File: config.mk
export PLATFORM = sky130hd
export DESIGN_NAME = multi_err_detect
export DESIGN_NICKNAME = d
export VERILOG_FILES = /design/src/rtl/err_det_pkg.sv /design/src/rtl/err_det_chan.sv /design/src/rtl/multi_err_detect.sv
export SDC_FILE = /design/constraint.sdc
export NUM_CORES = 1
export LEC_CHECK = 0
export CAP_MARGIN = 20
export CORE_AREA = 8 8 184 186
export DETAILED_ROUTE_END_ITERATION = 6
export DIE_AREA = 0 0 192 194
export PLACE_DENSITY_LB_ADDON = 0.25
export SLEW_MARGIN = 20
export SYNTH_ARGS = -nofsm -noshare
export SYNTH_HDL_FRONTEND = slang
export SYNTH_SLANG_ARGS = --single-unit
File: constraint.sdc
create_clock -name clk -period 22.9 [get_ports clk]
set_clock_uncertainty 0.05 [all_clocks]
set_input_delay 2.29 -clock clk [delete_from_list [all_inputs] [get_ports clk]]
set_output_delay 2.29 -clock clk [all_outputs]
set_load 0.01 [all_outputs]
File: src/rtl/err_det_pkg.sv
// Shared constants and helpers for the multi-channel fault qualifier.
//   CH_DEF / CNT_W_DEF / REC_TICKS_DEF : default parameter values
//   clog2_min1(n)                      : index width for n items, never below 1
package err_det_pkg;

    localparam int CH_DEF        = 8;
    localparam int CNT_W_DEF     = 14;
    localparam int REC_TICKS_DEF = 4;

    function automatic int clog2_min1(input int n);
        return (n <= 2) ? 1 : $clog2(n);
    endfunction

endpackage

File: src/rtl/err_det_chan.sv
// One fault channel: input synchroniser, polarity normalisation, qualify
// counter, recovery counter and the fault flag.
//   clk, rst    : clock, async active-high reset
//   strobe      : 1-cycle 1 us tick from the top level
//   reset_unit  : global clear
//   clr         : channel clear (level)
//   latch_en    : 1 = latched, 0 = auto-recover
//   signal_in   : raw asynchronous fault input
//   thr         : qualify threshold in ticks
//   fault       : qualified fault flag (registered)
//   fault_nxt   : value fault takes on the next edge (for first-fault capture)
module err_det_chan
    import err_det_pkg::*;
#(
    parameter int   CNT_W     = CNT_W_DEF,
    parameter logic POL       = 1'b0,
    parameter int   REC_TICKS = REC_TICKS_DEF
) (
    input  logic             clk,
    input  logic             rst,
    input  logic             strobe,
    input  logic             reset_unit,
    input  logic             clr,
    input  logic             latch_en,
    input  logic             signal_in,
    input  logic [CNT_W-1:0] thr,
    output logic             fault,
    output logic             fault_nxt
);

    localparam logic [CNT_W-1:0] CNT_MAX = '1;
    localparam logic [CNT_W-1:0] REC     = CNT_W'(REC_TICKS);

    logic [1:0]       sync;
    logic             act;
    logic             clear;
    logic             set_cond;
    logic [CNT_W-1:0] q;
    logic [CNT_W-1:0] r;

    always_ff @(posedge clk or posedge rst) begin
        if (rst) sync <= '0;
        else     sync <= {sync[0], signal_in};
    end

    assign act      = ~(sync[1] ^ POL);
    assign clear    = reset_unit | clr;
    // thr == 0 sets on the first active cycle, no tick needed
    assign set_cond = act & (q >= thr);

    always_comb begin
        fault_nxt = fault;
        if (clear)                       fault_nxt = 1'b0;
        else if (set_cond)               fault_nxt = 1'b1;
        else if (!latch_en && r >= REC)  fault_nxt = 1'b0;
    end

    always_ff @(posedge clk or posedge rst) begin
        if (rst)                          q <= '0;
        else if (clear || !act)           q <= '0;
        else if (strobe && q != CNT_MAX)  q <= q + 1'b1;
    end

    // Recovery only runs while a fault is held and the input is quiet;
    // it runs in latched mode too so a switch to auto resumes from here.
    always_ff @(posedge clk or posedge rst) begin
        if (rst)                          r <= '0;
        else if (clear || act || !fault)  r <= '0;
        else if (strobe && r != CNT_MAX)  r <= r + 1'b1;
    end

    always_ff @(posedge clk or posedge rst) begin
        if (rst) fault <= 1'b0;
        else     fault <= fault_nxt;
    end

endmodule

File: src/rtl/multi_err_detect.sv
// Multi-channel fault-input qualifier.
//   clk, rst    : clock, async active-high reset
//   time_1us    : 1 us timebase (asynchronous to clk)
//   reset_unit  : clear all counters, faults and the first-fault record
//   clr         : per-channel fault clear
//   latch_en    : per-channel mode, 1 = latched
//   signal_in   : raw fault inputs
//   delay_tims  : packed per-channel thresholds, channel i at [i*CNT_W +: CNT_W]
//   fault       : qualified fault flags; fault_any = OR of them
//   first_id    : lowest channel of the first rising fault; first_vld marks it
module multi_err_detect
    import err_det_pkg::*;
#(
    parameter int            CH        = CH_DEF,
    parameter int            CNT_W     = CNT_W_DEF,
    parameter logic [CH-1:0] POL       = '0,
    parameter int            REC_TICKS = REC_TICKS_DEF,
    localparam int           ID_W      = clog2_min1(CH)
) (
    input  logic                clk,
    input  logic                rst,
    input  logic                time_1us,
    input  logic                reset_unit,
    input  logic [CH-1:0]       clr,
    input  logic [CH-1:0]       latch_en,
    input  logic [CH-1:0]       signal_in,
    input  logic [CH*CNT_W-1:0] delay_tims,
    output logic [CH-1:0]       fault,
    output logic                fault_any,
    output logic [ID_W-1:0]     first_id,
    output logic                first_vld
);

    logic [1:0]    tsync;
    logic          strobe;
    logic [CH-1:0] fault_nxt;
    logic [CH-1:0] rise;
    logic [ID_W-1:0] low_id;

    always_ff @(posedge clk or posedge rst) begin
        if (rst) tsync <= '0;
        else     tsync <= {tsync[0], time_1us};
    end

    // falling edge of the synchronised timebase
    assign strobe = tsync[1] & ~tsync[0];

    for (genvar i = 0; i < CH; i++) begin : g_ch
        err_det_chan #(
            .CNT_W     (CNT_W),
            .POL       (POL[i]),
            .REC_TICKS (REC_TICKS)
        ) u_chan (
            .clk        (clk),
            .rst        (rst),
            .strobe     (strobe),
            .reset_unit (reset_unit),
            .clr        (clr[i]),
            .latch_en   (latch_en[i]),
            .signal_in  (signal_in[i]),
            .thr        (delay_tims[i*CNT_W +: CNT_W]),
            .fault      (fault[i]),
            .fault_nxt  (fault_nxt[i])
        );
    end

    assign fault_any = |fault;
    assign rise      = fault_nxt & ~fault;

    // lowest rising index wins; scan high to low so the last hit is lowest
    always_comb begin
        low_id = '0;
        for (int i = CH - 1; i >= 0; i--) begin
            if (rise[i]) low_id = ID_W'(i);
        end
    end

    always_ff @(posedge clk or posedge rst) begin
        if (rst) begin
            first_id  <= '0;
            first_vld <= 1'b0;
        end else if (reset_unit) begin
            first_id  <= '0;
            first_vld <= 1'b0;
        end else if (!first_vld && |rise) begin
            first_id  <= low_id;
            first_vld <= 1'b1;
        end
    end

endmodule

Yosys cells after proc, flatten, opt, wreduce, memory -nomap -nowiden
Index checks and enable logic that the tools add are counted.
{"block": "op_classes", "n_addsub": 16, "magnitude_cmp": 16, "eq_ne": 16, "n_mux": 68, "n_bitwise": 28, "reduce_logical": 85}
{"operator": "2-to-1 mux 14 bit", "count": 32}
{"operator": "adder 14 x 1 -> 14 bit (second input constant)", "count": 16}
{"operator": "!= test 14 bit (second input constant)", "count": 16}
{"operator": ">= comparator 14 bit", "count": 8}
{"operator": ">= comparator 14 x 3 -> 1 bit (second input constant)", "count": 8}
{"operator": "nonzero test 2 bit", "count": 17}
{"operator": "2-to-1 mux 3 bit", "count": 10}
{"operator": "2-to-1 mux 1 bit", "count": 26}
{"operator": "logical AND 1 bit", "count": 25}
{"operator": "logical OR 1 bit", "count": 24}
{"operator": "logical NOT 1 bit", "count": 17}
{"operator": "OR reduction 8 bit", "count": 2}
{"operator": "AND 1 bit", "count": 9}
{"operator": "inverter 1 bit", "count": 9}
{"operator": "AND 8 bit", "count": 1}
{"operator": "inverter 8 bit", "count": 1}
{"operator": "OR 1 bit", "count": 8}
{"block": "word_totals", "regBits": 254}

Logic depth before layout (Yosys ltp)
{"block": "logic_depth", "word_depth": 16, "depth_mapped": 10}

Modules after synthesis
A second synthesis with hierarchy kept.
{"block": "hier_totals", "hier_cells": 1763, "hier_area_um2": 16100.4}
{"module": "err_det_chan", "instances": 8, "cells_per_inst": 215, "area_each_um2": 1960.6}
{"module": "multi_err_detect", "instances": 1, "cells_per_inst": 43, "area_each_um2": 415.4}

Worst setup path after synthesis
Ideal clock, no wire load.
{"block": "synth_timing", "kind": "input-to-reg", "startpoint": "in delay_tims[35]", "endpoint": "reg first_id[0]", "setup_ns": 0.110, "arrival_time_ns": 4.319, "required_ns": 22.740, "setup_slack_ns": 18.421, "stages": 10, "path_buffers": 0, "path_cell_list": "inv_1 > ha_1 > a21o_1 > a2111o_1 > a2111oi_4 > nor4_2 > or4_4 > nor3_4 > o21ai_1 > o41ai_1"}
{"block": "synth_between", "elab_chain_cells": 10, "elab_cells_between_ends": 13}
{"element": "from (decl)", "line": "multi_err_detect.sv:27", "source": "input logic [CH*CNT_W-1:0] delay_tims,"}
{"element": ">= comparator 14 bit *", "line": "err_det_chan.sv:49", "source": "assign set_cond = act & (q >= thr);"}
{"element": "AND 1 bit *", "line": "err_det_chan.sv:49"}
{"element": "2-to-1 mux 1 bit *", "line": "err_det_chan.sv:54", "source": "else if (set_cond) fault_nxt = 1'b1;"}
{"element": "2-to-1 mux 1 bit *", "line": "err_det_chan.sv:53", "source": "if (clear) fault_nxt = 1'b0;"}
{"element": "AND 8 bit *", "line": "multi_err_detect.sv:68", "source": "assign rise = fault_nxt & ~fault;"}
{"element": "2-to-1 mux 3 bit (3 in a row)", "line": "multi_err_detect.sv:74", "source": "if (rise[i]) low_id = ID_W'(i);"}
{"element": "2-to-1 mux 3 bit", "line": "multi_err_detect.sv:85", "source": "end else if (!first_vld && |rise) begin"}
{"element": "2-to-1 mux 3 bit", "line": "multi_err_detect.sv:82", "source": "end else if (reset_unit) begin"}
{"element": "to (signal assigned)", "line": "multi_err_detect.sv:86", "source": "first_id <= low_id;"}
{"element": "to (decl)", "line": "multi_err_detect.sv:30", "source": "output logic [ID_W-1:0] first_id,"}
Every way passes the cells marked *; elsewhere a longest branch is shown, timed or not. The select of a mux whose other input is x is not followed.
A chain may end at the register's enable or synchronous reset.

Worst setup path in the final report
{"block": "layout_timing", "startpoint": "in delay_tims[2]", "endpoint": "reg first_id[0]"}
{"block": "layout_between", "elab_chain_cells": 8, "elab_cells_between_ends": 11}
{"element": ">= comparator 14 bit *", "line": "err_det_chan.sv:49"}
{"element": "AND 1 bit *", "line": "err_det_chan.sv:49"}
{"element": "2-to-1 mux 1 bit *", "line": "err_det_chan.sv:54"}
{"element": "2-to-1 mux 1 bit *", "line": "err_det_chan.sv:53"}
{"element": "AND 8 bit *", "line": "multi_err_detect.sv:68"}
{"element": "OR reduction 8 bit / 2-to-1 mux 3 bit (equally long branches)", "line": "multi_err_detect.sv:85, multi_err_detect.sv:74"}
{"element": "logical AND 1 bit / 2-to-1 mux 3 bit (equally long branches)", "line": "multi_err_detect.sv:85"}
{"element": "nonzero test 2 bit (no source line) / 2-to-1 mux 3 bit (equally long branches)"}
Marked as above.

==> metrics.md <==
| Metric | Value |
|---|---|
| Result of the run | `complete, no violations` |
| Average cell area after synthesis | `8.988 sq um` |
| Die area | `37,250 sq um` |
| Synth Net Count | `1,977` |
| Cell count of the worst reg-to-reg path | `9` |
| Max Transition Viols Final | `0` |
| Max FO, Critical Path | `3` |
| WHS Path Cells | `0` |
| Setup repair after global routing missed its margin | `false` |
| Complex-gate fraction of the synthesized area | `0.08642` |
| Number of non-filler instances in the completed layout | `2,270` |
| Buffers and inverters on the worst path | `2` |
| Area share of fa/ha/maj cells after synthesis | `0.1113` |
| Count of flip-flops with a built-in enable after synthesis | `0` |
| Final period demand of the worst path | `4960 ps` |
| Clock latency of the later-clocked register in the worst-skew pair | `520 ps` |
| Xor and xnor fraction of the mapped netlist area | `0.1037` |
| Biggest area consumer among synthesized cells | `sky130_fd_sc_hd__dfrtp_1` |
| Crit start category | `input port` |
| Final count of negative-setup-slack endpoints | `0` |
| Endpoints failing hold | `0` |
| Root Buffer | `sky130_fd_sc_hd__clkbuf_16` |
| Sequential share of power | `0.469` |
| Power density relative to cell area | `53.39 nW/um^2` |
| Mux share of post-synthesis cell area | `0.006547` |
| Worst endpoint required time | `23,250 ps` |
| Number of placed instances, taps included | `2,219` |
| Sequential standard cell area | `6356 sq um` |
| Proportion of synthesized chip area in sequential cells | `0.4157` |
| Switching power | `0.2111 mW` |
| Drc violations | `0` |
| Dominant combinational cell family by area after synthesis | `simple AND/OR/NAND/NOR gates` |
| Maximum number of pins on one net before global-route repair | `107` |
| Biggest area contributors in the synthesized netlist | `sky130_fd_sc_hd__dfrtp_1, sky130_fd_sc_hd__ha_1, sky130_fd_sc_hd__nor2_1` |
| Share of layout cells above drive strength 1 | `0.03805` |
| Final Cycle Share | `0.2166` |
| Number of max-cap violations | `0` |
| Vias per inst | `5.344` |
| Total congestion overflow after global routing | `0` |
| Async SR Flop Fraction | `1.000` |
| Clock buffer count from CTS | `27` |
| H-tree levels | `1` |
| 1st-iter DRT viols | `600` |
| Detailed Route WL | `34.03 mm` |
| Yosys warnings | `0` |
| Row cnt | `65` |
| Clock tree sinks | `254` |
| GRT Resource Usage Total | `0.1833` |
| Post-cts sizing count | `0` |
| Post-Syn Instances | `1,701` |
| Leak | `7.916 nW` |
| Total setup buffers inserted after CTS | `0` |
| Proportion of total power due to net switching | `0.2188` |
| Total half-perimeter wirelength after legalization and detailed placement | `25.16 mm` |
| Vert. Die Dim | `194 um` |
| Worst slew margin relative to its limit | `0.2470` |
| Fraction of post-synthesis cell area in the top cell type by area | `0.4157` |
| Cell variety after synth | `64` |
| Number of global-route vias before repair | `12,340` |
| Class of the tightest hold or removal check | `flop to flop` |
| Cell family contributing the most delay on the critical path | `compound AO/OA/AOI/OAI gates` |
| Data arrival time at the worst-slack endpoint | `5310 ps` |
| Port bufs | `152` |
| Fmax | `201.6 MHz` |
| Area growth syn-to-layout | `18.21%` |
| Cell area after synthesis | `15,290 sq um` |
| Crit path largest cell delay | `850 ps` |
| Initial cell density of the core | `0.4921` |
| Standard cell core area | `31,070 sq um` |
| Cell with the biggest individual delay on the critical path | `sky130_fd_sc_hd__a2111oi_0` |
| Number of top-level pins | `153` |
| Category of the worst setup path capture point | `flop` |
| Simple-gate share of the synthesized area | `0.2256` |
| Clock Path Buffers | `3` |
| Clock transition at path regs | `60 ps` |
| Worst-path cell chain | `clkdlybuf4s50_1 -> inv_1 -> ha_1 -> a21oi_1 -> o21ai_0 -> a2111oi_0 -> nor4_1 -> or4_4 -> nor3_4 -> o21ai_1 -> o41ai_1` |
| Wirelength per Cell | `14.99 um` |
| Critical path start-end classification | `input port to flop` |
| Int Pwr | `0.7537 mW` |
| Instance count on the critical path | `11` |
| Area of the multi-input gates | `8159 sq um` |
| Wire length of the first global-routing pass | `58.35 mm` |
| Slew @ Worst Pin | `1124 ps` |
| Primary flip-flop cell chosen by synthesis mapping | `sky130_fd_sc_hd__dfrtp_1` |
| RePlAce Congestion | `0.8334` |
| Cts-stage hold buffer count | `0` |
| Post-layout net count | `2,122` |
| TritonCTS clock tree | `done` |
| Count of antenna-violating nets left after detailed routing | `0` |
| Final-layout fill cell count | `2,762` |
| Horizontal extent of the die | `192 um` |
| Total negative slack | `0 ps` |
| Number of synthesized register bits | `254` |
| Drt pass-1 iters | `5` |
| Worst vdd ir | `59.94 uV` |
| Share of power burned in the clock network | `0.466` |
| Most repeated cell in the gate-level netlist after synthesis | `sky130_fd_sc_hd__nor2_1` |
| Top cell types by occurrence after synthesis | `sky130_fd_sc_hd__nor2_1, sky130_fd_sc_hd__dfrtp_1, sky130_fd_sc_hd__inv_1` |
| Antenna violations before repair | `2` |
| Share of power burned in combinational logic | `0.066` |
| Via count | `12,130` |
stage by stage:
stage / utilization / hold WS, ps / setup slack (ps) / instance area [sq um] / power (mW)
6_report: 0.5817 / 294.5 / 17940 / 18070 / 0.9648
5_1_grt: 0.5817 / 308.8 / 17710 / 18070 / 1.001
4_1_cts: 0.5814 / 299.3 / 17930 / 18060 / 0.9762
3_5_place_dp: 0.5522 / 287.9 / 17410 / 17160 / 0.5248
3_3_place_gp: 0.5522 / 287.8 / 17560 / 17160 / 0.5227
2_1_floorplan: - / 281.2 / 13580 / 15290 / 0.4906
final cells by class:
type,instances,share of cell area
clock buffers,36,0.04092
repair buffers,155,0.08564
clock inverters,13,0.009346
well taps,402,0.02783
inverters,156,0.03282
diodes,2,0.0002769
multi-input cells,1252,0.4515
flip-flops and latches,254,0.3517
layer usage:
metal | global-route usage | routed length (um)
met1 | 0.2410 | 15510
met3 | 0.02464 | 1518
met2 | 0.3150 | 16420
met4 | 0.04244 | 581
met5 | 0 | 0
path summary, 6_finish.rpt:
check	start	endpoint	slack, ps
worst min-delay path	g_ch[6].u_chan.sync[0]$_DFF_PP0_	g_ch[6].u_chan.sync[1]$_DFF_PP0_	290
worst max-delay path	delay_tims[2]	first_id[0]$_DFFE_PP0P_	17940
max in group asynchronous	rst	g_ch[7].u_chan.q[2]$_DFFE_PP0P_	19220
worst min register to register	g_ch[6].u_chan.sync[0]$_DFF_PP0_	g_ch[6].u_chan.sync[1]$_DFF_PP0_	290
min in group asynchronous	rst	g_ch[6].u_chan.q[10]$_DFFE_PP0P_	2240
worst max register to register	g_ch[0].u_chan.q[2]$_DFFE_PP0P_	first_id[0]$_DFFE_PP0P_	19740
power by group through the flow:
stage | registers, mW | clock network [mW] | logic, mW
floorplan | 0.460 | 0 | 0.0306
global placement | 0.460 | 0 | 0.0624
detailed placement | 0.460 | 0 | 0.0644
CTS | 0.452 | 0.459 | 0.0648
global route | 0.452 | 0.477 | 0.0715
finish | 0.452 | 0.449 | 0.0633
registers in the layout, indices dropped and copies added, names as in the netlist:
| signal | flops |
|---|---|
| tsync | 2 |
| first_vld | 1 |
| g_ch.u_chan.q | 112 |
| g_ch.u_chan.sync | 16 |
| g_ch.u_chan.r | 112 |
| g_ch.u_chan.fault | 8 |
| first_id | 3 |
cells by family after synthesis:
| kind of cell | Yosys count |
|---|---|
| AOI/OAI and AO/OA | 206 |
| xor gates and xnor gates | 181 |
| adders and majority gates | 136 |
| buffers and inverters | 195 |
| DFF | 254 |
| muxes | 10 |
| and+or+nand+nor | 719 |
layout by cell type (no fill, tap or decap), types with 4 or more instances in the layout:
cell	count
sky130_fd_sc_hd__a2111oi_0	4
sky130_fd_sc_hd__a211oi_1	4
sky130_fd_sc_hd__a21o_1	8
sky130_fd_sc_hd__a21oi_1	79
sky130_fd_sc_hd__a31oi_1	4
sky130_fd_sc_hd__and2_1	7
sky130_fd_sc_hd__and3_1	31
sky130_fd_sc_hd__and4_1	16
sky130_fd_sc_hd__bufinv_16	4
sky130_fd_sc_hd__clkbuf_1	6
sky130_fd_sc_hd__clkbuf_16	27
sky130_fd_sc_hd__clkdlybuf4s50_1	152
sky130_fd_sc_hd__clkinv_2	8
sky130_fd_sc_hd__dfrtp_1	254
sky130_fd_sc_hd__ha_1	136
sky130_fd_sc_hd__inv_1	155
sky130_fd_sc_hd__mux2i_1	10
sky130_fd_sc_hd__nand2_1	106
sky130_fd_sc_hd__nand2b_1	7
sky130_fd_sc_hd__nand3_1	103
sky130_fd_sc_hd__nand4_1	47
sky130_fd_sc_hd__nor2_1	283
sky130_fd_sc_hd__nor2b_1	12
sky130_fd_sc_hd__nor3_1	21
sky130_fd_sc_hd__nor4_1	33
sky130_fd_sc_hd__o211ai_1	6
sky130_fd_sc_hd__o21ai_0	59
sky130_fd_sc_hd__o31a_1	4
sky130_fd_sc_hd__or3_1	40
sky130_fd_sc_hd__xnor2_1	73
sky130_fd_sc_hd__xor2_1	108
Note: power is estimated with default switching activity, not from simulation.
